<file path="src/rtl/eeprom_master.sv">
// eeprom_master: bus-mapped I2C initiator for the 2-wire serial EEPROM.
// The CPU loads DATA (0x2069) and writes CTRL (0x2068). The block then runs
// an optional START, an optional 8-bit write or read with acknowledge, and an
// optional STOP, and pulses irq_done when the command completes.
// Ports:
//   clk, reset       system clock, synchronous active-high reset
//   bus_write        register write strobe; bus_read is not used
//   bus_address_in   register address
//   bus_data_in      register write data
//   bus_data_out     read data, zero unless the address is 0x2068/0x2069
//   scl, sda_out     serial clock and open-drain data drive (1 = released)
//   sda_in           serial data line as seen by the master
//   busy, irq_done   command in progress, one-cycle completion pulse
module eeprom_master #(
    parameter int unsigned CLK_DIV = 16
) (
    input  logic        clk,
    input  logic        reset,
    input  logic        bus_write,
    input  logic        bus_read,
    input  logic [23:0] bus_address_in,
    input  logic [7:0]  bus_data_in,
    output logic [7:0]  bus_data_out,
    output logic        scl,
    output logic        sda_out,
    input  logic        sda_in,
    output logic        busy,
    output logic        irq_done
);

    localparam int unsigned DIV_W = $clog2(CLK_DIV);
    localparam logic [DIV_W-1:0] DIV_LAST = DIV_W'(CLK_DIV - 1);
    localparam logic [23:0] ADDR_CTRL = 24'h002068;
    localparam logic [23:0] ADDR_DATA = 24'h002069;

    typedef enum logic [2:0] {
        S_IDLE,
        S_START,
        S_BIT,
        S_ACK,
        S_STOP,
        S_DONE
    } state_t;

    typedef struct packed {
        logic start;
        logic stop;
        logic wr;
        logic rd;
        logic ack_out;
    } cmd_t;

    state_t           state_q, state_d;
    logic [DIV_W-1:0] div_q, div_d;
    logic [1:0]       qtr_q, qtr_d;
    logic [2:0]       bit_q, bit_d;
    cmd_t             cmd_q, cmd_d;
    logic             scl_q, scl_d;
    logic             sda_q, sda_d;
    logic             busy_q, busy_d;
    logic             irq_q, irq_d;
    logic [7:0]       tx_q, rx_q, rx_sh_q;
    logic             nack_q;

    logic quarter_end;
    logic phase_end;
    logic sample_pt;
    logic ctrl_wr;
    logic data_wr;

    logic unused_bus_read;
    assign unused_bus_read = bus_read;

    assign quarter_end = (div_q == DIV_LAST);
    assign phase_end   = quarter_end && (qtr_q == 2'd3);
    assign sample_pt   = quarter_end && (qtr_q == 2'd2);
    assign ctrl_wr     = bus_write && (bus_address_in == ADDR_CTRL) &&
                         (state_q == S_IDLE) && (bus_data_in[3:0] != 4'd0);
    assign data_wr     = bus_write && (bus_address_in == ADDR_DATA) &&
                         (state_q == S_IDLE);

    // State and line registers.
    always_ff @(posedge clk) begin
        if (reset) begin
            state_q <= S_IDLE;
            div_q   <= '0;
            qtr_q   <= 2'd0;
            bit_q   <= 3'd7;
            cmd_q   <= '0;
            scl_q   <= 1'b1;
            sda_q   <= 1'b1;
            busy_q  <= 1'b0;
            irq_q   <= 1'b0;
        end else begin
            state_q <= state_d;
            div_q   <= div_d;
            qtr_q   <= qtr_d;
            bit_q   <= bit_d;
            cmd_q   <= cmd_d;
            scl_q   <= scl_d;
            sda_q   <= sda_d;
            busy_q  <= busy_d;
            irq_q   <= irq_d;
        end
    end

    // Next state, counters, and the line levels the next state will drive.
    always_comb begin
        state_d = state_q;
        div_d   = div_q;
        qtr_d   = qtr_q;
        bit_d   = bit_q;
        cmd_d   = cmd_q;
        scl_d   = scl_q;
        sda_d   = sda_q;

        case (state_q)
            S_IDLE: begin
                if (ctrl_wr) begin
                    cmd_d.start   = bus_data_in[0];
                    cmd_d.stop    = bus_data_in[1];
                    cmd_d.wr      = bus_data_in[2];
                    cmd_d.rd      = bus_data_in[3] & ~bus_data_in[2];
                    cmd_d.ack_out = bus_data_in[4];
                    div_d = '0;
                    qtr_d = 2'd0;
                    bit_d = 3'd7;
                    if (bus_data_in[0])
                        state_d = S_START;
                    else if (bus_data_in[2] | bus_data_in[3])
                        state_d = S_BIT;
                    else
                        state_d = S_STOP;
                end
            end
            S_START, S_BIT, S_ACK, S_STOP: begin
                div_d = quarter_end ? '0 : div_q + DIV_W'(1);
                if (quarter_end)
                    qtr_d = qtr_q + 2'd1;
                if (phase_end) begin
                    case (state_q)
                        S_START: begin
                            bit_d = 3'd7;
                            if (cmd_q.wr | cmd_q.rd)
                                state_d = S_BIT;
                            else if (cmd_q.stop)
                                state_d = S_STOP;
                            else
                                state_d = S_DONE;
                        end
                        S_BIT: begin
                            if (bit_q == 3'd0)
                                state_d = S_ACK;
                            else
                                bit_d = bit_q - 3'd1;
                        end
                        S_ACK:   state_d = cmd_q.stop ? S_STOP : S_DONE;
                        default: state_d = S_DONE;
                    endcase
                end
            end
            S_DONE:  state_d = S_IDLE;
            default: state_d = S_IDLE;
        endcase

        // Lines are a function of the upcoming phase/quarter; IDLE/DONE hold.
        case (state_d)
            S_START: begin
                case (qtr_d)
                    2'd0:    begin scl_d = scl_q; sda_d = 1'b1; end
                    2'd1:    begin scl_d = 1'b1;  sda_d = 1'b1; end
                    2'd2:    begin scl_d = 1'b1;  sda_d = 1'b0; end
                    default: begin scl_d = 1'b0;  sda_d = 1'b0; end
                endcase
            end
            S_BIT: begin
                scl_d = (qtr_d == 2'd1) || (qtr_d == 2'd2);
                sda_d = cmd_d.wr ? tx_q[bit_d] : 1'b1;
            end
            S_ACK: begin
                scl_d = (qtr_d == 2'd1) || (qtr_d == 2'd2);
                sda_d = cmd_d.wr ? 1'b1 : cmd_d.ack_out;
            end
            S_STOP: begin
                case (qtr_d)
                    2'd0:    begin scl_d = 1'b0; sda_d = 1'b0; end
                    2'd1:    begin scl_d = 1'b1; sda_d = 1'b0; end
                    default: begin scl_d = 1'b1; sda_d = 1'b1; end
                endcase
            end
            default: begin
                scl_d = scl_q;
                sda_d = sda_q;
            end
        endcase

        busy_d = (state_d != S_IDLE) && (state_d != S_DONE);
        irq_d  = (state_d == S_DONE);
    end

    // Data registers: tx load, read-bit shift, ack capture, rx commit.
    always_ff @(posedge clk) begin
        if (reset) begin
            tx_q    <= 8'h00;
            rx_q    <= 8'h00;
            rx_sh_q <= 8'h00;
            nack_q  <= 1'b0;
        end else begin
            if (data_wr)
                tx_q <= bus_data_in;
            if ((state_q == S_BIT) && sample_pt && cmd_q.rd)
                rx_sh_q[bit_q] <= sda_in;
            if ((state_q == S_ACK) && sample_pt && cmd_q.wr)
                nack_q <= sda_in;
            if ((state_q == S_ACK) && phase_end && cmd_q.rd)
                rx_q <= rx_sh_q;
        end
    end

    // Register read mux contribution; zero outside this block's addresses.
    always_comb begin
        bus_data_out = 8'h00;
        if (bus_address_in == ADDR_CTRL)
            bus_data_out = {busy_q, nack_q, 6'b0};
        else if (bus_address_in == ADDR_DATA)
            bus_data_out = rx_q;
    end

    assign scl      = scl_q;
    assign sda_out  = sda_q;
    assign busy     = busy_q;
    assign irq_done = irq_q;

endmodule

</file>
<file path="config.mk">
export PLATFORM = sky130hd
export DESIGN_NAME = eeprom_master
export DESIGN_NICKNAME = d
export VERILOG_FILES = /design/src/rtl/eeprom_master.sv
export SDC_FILE = /design/constraint.sdc
export NUM_CORES = 1
export LEC_CHECK = 0
export BUFFER_PORTS_ARGS = -buffer_cell sky130_fd_sc_hd__buf_2
export CAP_MARGIN = 20
export CORE_MARGIN = 2
export CORE_UTILIZATION = 40
export CTS_CLUSTER_SIZE = 25
export DETAILED_ROUTE_END_ITERATION = 12
export PLACE_DENSITY_LB_ADDON = 0.1
export SLEW_MARGIN = 20
export SYNTH_ARGS = -nofsm -noshare
export SYNTH_HDL_FRONTEND = slang
export SYNTH_SLANG_ARGS = --single-unit
</file>
<file path="constraint.sdc">
create_clock -name clk -period 5.2 [get_ports clk]
set_clock_uncertainty 0.2 [all_clocks]
set_input_delay 1.56 -clock clk [delete_from_list [all_inputs] [get_ports clk]]
set_output_delay 1.56 -clock clk [all_outputs]
set_load 0.005 [all_outputs]
</file>
==> out/results.ini <==
[clock_network]
cts_made_buffers = 5
postCtsResizedCells = 0
clkTransAtPathRegs_ps = 90
clock_latency_ps = 300
cts_num_sinks = 45
ctsLongestPathBuffers = 2
cts_setup_buffers = 0
cts_max_level = 2
cts-root-buf = clkbuf_8
cts_hold_buf = 0
cts_tree = built

[critical_path]
critPathBufInv = 2
cpMostUsedCell = buf_2
startpoint = bus_address_in[1]
reg2reg_depth = 10
arrival_ps = 3120
crit_end = bus_data_out[5]
crit_path_max_fanout = 7
critPathRequiredTime_ps = 3440
r2r_end = sda_out$_SDFFE_PP1P_
worstPathCellList = buf_2 > nor4bb_1 > nand4_1 > or2_2 > nor2_1 > and2_1 > buf_2
crit_slowest_cell = nor2_1
worstSetupStartpointType = input pin
rrSetupSlack_ps = 1900
cpLargestDelayFamily = simple AND/OR/NAND/NOR gates
critical_path_class = in2out
endpoint_kind = primary output
cp.depth = 7
r2r-start = bit_q[0]$_SDFF_PP1_
slowest_delay_ps = 360

[floorplan]
die_h_um = 81.9
ios = 49
start_util = 0.413
die_w_um = 81.9
dieArea_um2 = 6710
placement_rows = 28
core_um2 = 5890

[route]
drcViolationCount = 0
drt-initial-drc-count = 137
firstDrtPassIters = 4
final_antenna_net_count = 0
via_per_inst = 5.28
wl_per_cell_um = 13.9
routed_wl_um = 5710
num_vias = 2166

[power]
p_comb_frac = 0.064
clkPwrFrac = 0.368
switching_share = 0.252
power_density_nw_per_um2 = 215
p_sw_mw = 0.154
p_int_mw = 0.458
p_seq_frac = 0.568
vdd_drop_max_mv = 0.122
leakage_nw = 1.20

[sta]
setup_tns_ps = 0
hold_viol_final = 0
period_share = 0.938
slew_headroom = 0.421
drv_slew = 0
max_freq_mhz = 205
rsz0062_at_grt = no
setup_viol = 0
fin_crit_ps = 4880
worst_slew_pin_slew_ps = 860

[grt]
grt_pass1_wl_um = 9100
groute.usage.overall = 0.178
grt_max_degree = 46
grt_util_met3 = 0.0363
grt.met1_usage = 0.248
grt-busiest-layer = met2
grt_overflow = 0
use_met2 = 0.271
antenna_found_initial = 0
grt_pass1_vias = 1842

[synthesis]
synth_flop_cell = dfxtp_1
synth_cell_types = 54
async_flop_share = 0
ys_seq_area_frac = 0.371
ys_warn_count = 0
syn_inst = 287
postSynthAreaPerCell_um2 = 8.47
synth_nets = 330
synth-seq-cells = 45
netlist_area_um2 = 2430
synth_edf_count = 0

[job]
max-cap-violations = 0

[placed_design]
placed_cells = 402
io_buffers = 47
gp_congestion = 0.837
hpwl_um = 4190

[cells_and_area]
n_antenna_cell = 0
final_cell_count_no_fill = 410
nets = 377
drive_above_1_share = 0.221
area_delta_synth_final_pct = 16.8

[hold_path]
hp-class = reg2reg

[run_status]
status = complete, no violations

==> through the flow <==
step | total power [mW] | cell area (um2) | hold WS, ps | setup WS [ps] | utilization
final | 0.611 | 2840 | 257 | 320 | 0.482
after global routing | 0.638 | 2840 | 270 | 134 | 0.482
after CTS | 0.623 | 2840 | 259 | 275 | 0.482
after detailed placement | 0.395 | 2750 | 245 | 277 | 0.467
after global placement | 0.394 | 2750 | 242 | 312 | 0.467
after floorplan | 0.375 | 2430 | 227 | 689 | -
==> cells by family (layout without fill, tap and decap cells) <==
family / after synthesis / after routing / share of synthesized area
flops: 45 / 45 / 0.371
mux: 26 / 26 / 0.107
buf+inv: 20 / 68 / 0.0340
fa+ha+maj: 6 / 6 / 0.0309
compound gates: 60 / 60 / 0.180
simple gates: 130 / 130 / 0.277
==> Yosys cell counts (2+ instances only) <==
master | number | area share
o31ai_1 | 2 | 0.0062
and3_2 | 2 | 0.0062
nand2b_1 | 5 | 0.013
a2111oi_0 | 2 | 0.0072
nand2_1 | 18 | 0.028
o21a_1 | 2 | 0.0062
buf_2 | 3 | 0.0062
clkbuf_1 | 6 | 0.0093
nor4_1 | 6 | 0.015
a211oi_1 | 7 | 0.022
or2_2 | 3 | 0.0077
nor2b_1 | 4 | 0.010
nand3_1 | 13 | 0.027
and2_1 | 6 | 0.015
o21ai_0 | 6 | 0.012
nor2_1 | 51 | 0.079
a311o_1 | 2 | 0.0082
o21bai_1 | 2 | 0.0062
ha_1 | 6 | 0.031
a21oi_1 | 16 | 0.033
a221oi_1 | 2 | 0.0072
dfxtp_1 | 45 | 0.37
inv_1 | 9 | 0.014
mux2i_1 | 26 | 0.11
a31oi_1 | 5 | 0.013
a22oi_1 | 3 | 0.0093
or3_1 | 4 | 0.010
nor3_1 | 5 | 0.010
==> worst reg2reg max path, cell delays in order, from the launching register on <==
cell       delay (ps)
dfxtp_1           540
inv_1             210
ha_1              270
nor2b_1           160
a31oi_1           170
a311oi_1           70
a211oi_1          650
nand2b_1          280
a2111oi_0          70
or2_2             300
a311o_1           260
==> cell usage in the layout (no fill, tap or decap), types with 7 or more instances in the layout <==
| cell | instances |
|---|---|
| a211oi_1 | 7 |
| a21oi_1 | 16 |
| buf_2 | 47 |
| dfxtp_1 | 45 |
| inv_1 | 9 |
| mux2i_1 | 26 |
| nand2_1 | 18 |
| nand3_1 | 13 |
| nor2_1 | 51 |
==> registers in the layout, indices dropped and copies added, names as in the netlist, 2 cells and up <==
name,flops
rx_q,8
tx_q,8
qtr_q,2
state_q,3
bit_q,3
rx_sh_q,8
div_q,4
cmd_q,4
==> per-layer routing <==
metal  wire length, um  up-vias
met4                74        0
met3               191        6
met1              2800      994
met2              2650       33
li1                  -     1133
met5                 0        -
==> area by class of cell <==
class	instances	area, um2
clock buffers	5	68.8
well taps	75	93.8
fillers	633	3050
clock inverters	3	21.3
multi-input cells	222	1450
inverters	9	33.8
repair buffers	51	265
flip-flops and latches	45	901
==> worst min path at each step <==
stage	slack [ps]	endpoint	depth (start not counted)	start
finish	260	rx_sh_q[4]$_SDFFE_PP0P_	2	rx_sh_q[4]$_SDFFE_PP0P_
global placement	240	rx_sh_q[0]$_SDFFE_PP0P_	2	rx_sh_q[0]$_SDFFE_PP0P_
global route	270	cmd_q[0]$_SDFF_PP0_	2	cmd_q[0]$_SDFF_PP0_
detailed placement	250	rx_sh_q[4]$_SDFFE_PP0P_	2	rx_sh_q[4]$_SDFFE_PP0P_
CTS	260	rx_sh_q[4]$_SDFFE_PP0P_	2	rx_sh_q[4]$_SDFFE_PP0P_
floorplan	230	cmd_q[3]$_SDFFE_PP0P_	2	cmd_q[3]$_SDFFE_PP0P_
==> power groups by stage <==
stage,combinational [mW],sequential [mW],clock [mW]
after floorplan,0.0216,0.353,0
after global placement,0.0391,0.355,0
after detailed placement,0.0395,0.355,0
after CTS,0.0397,0.347,0.236
after global routing,0.0437,0.347,0.247
final,0.0393,0.347,0.225
Power figures use the tool's default switching activity.
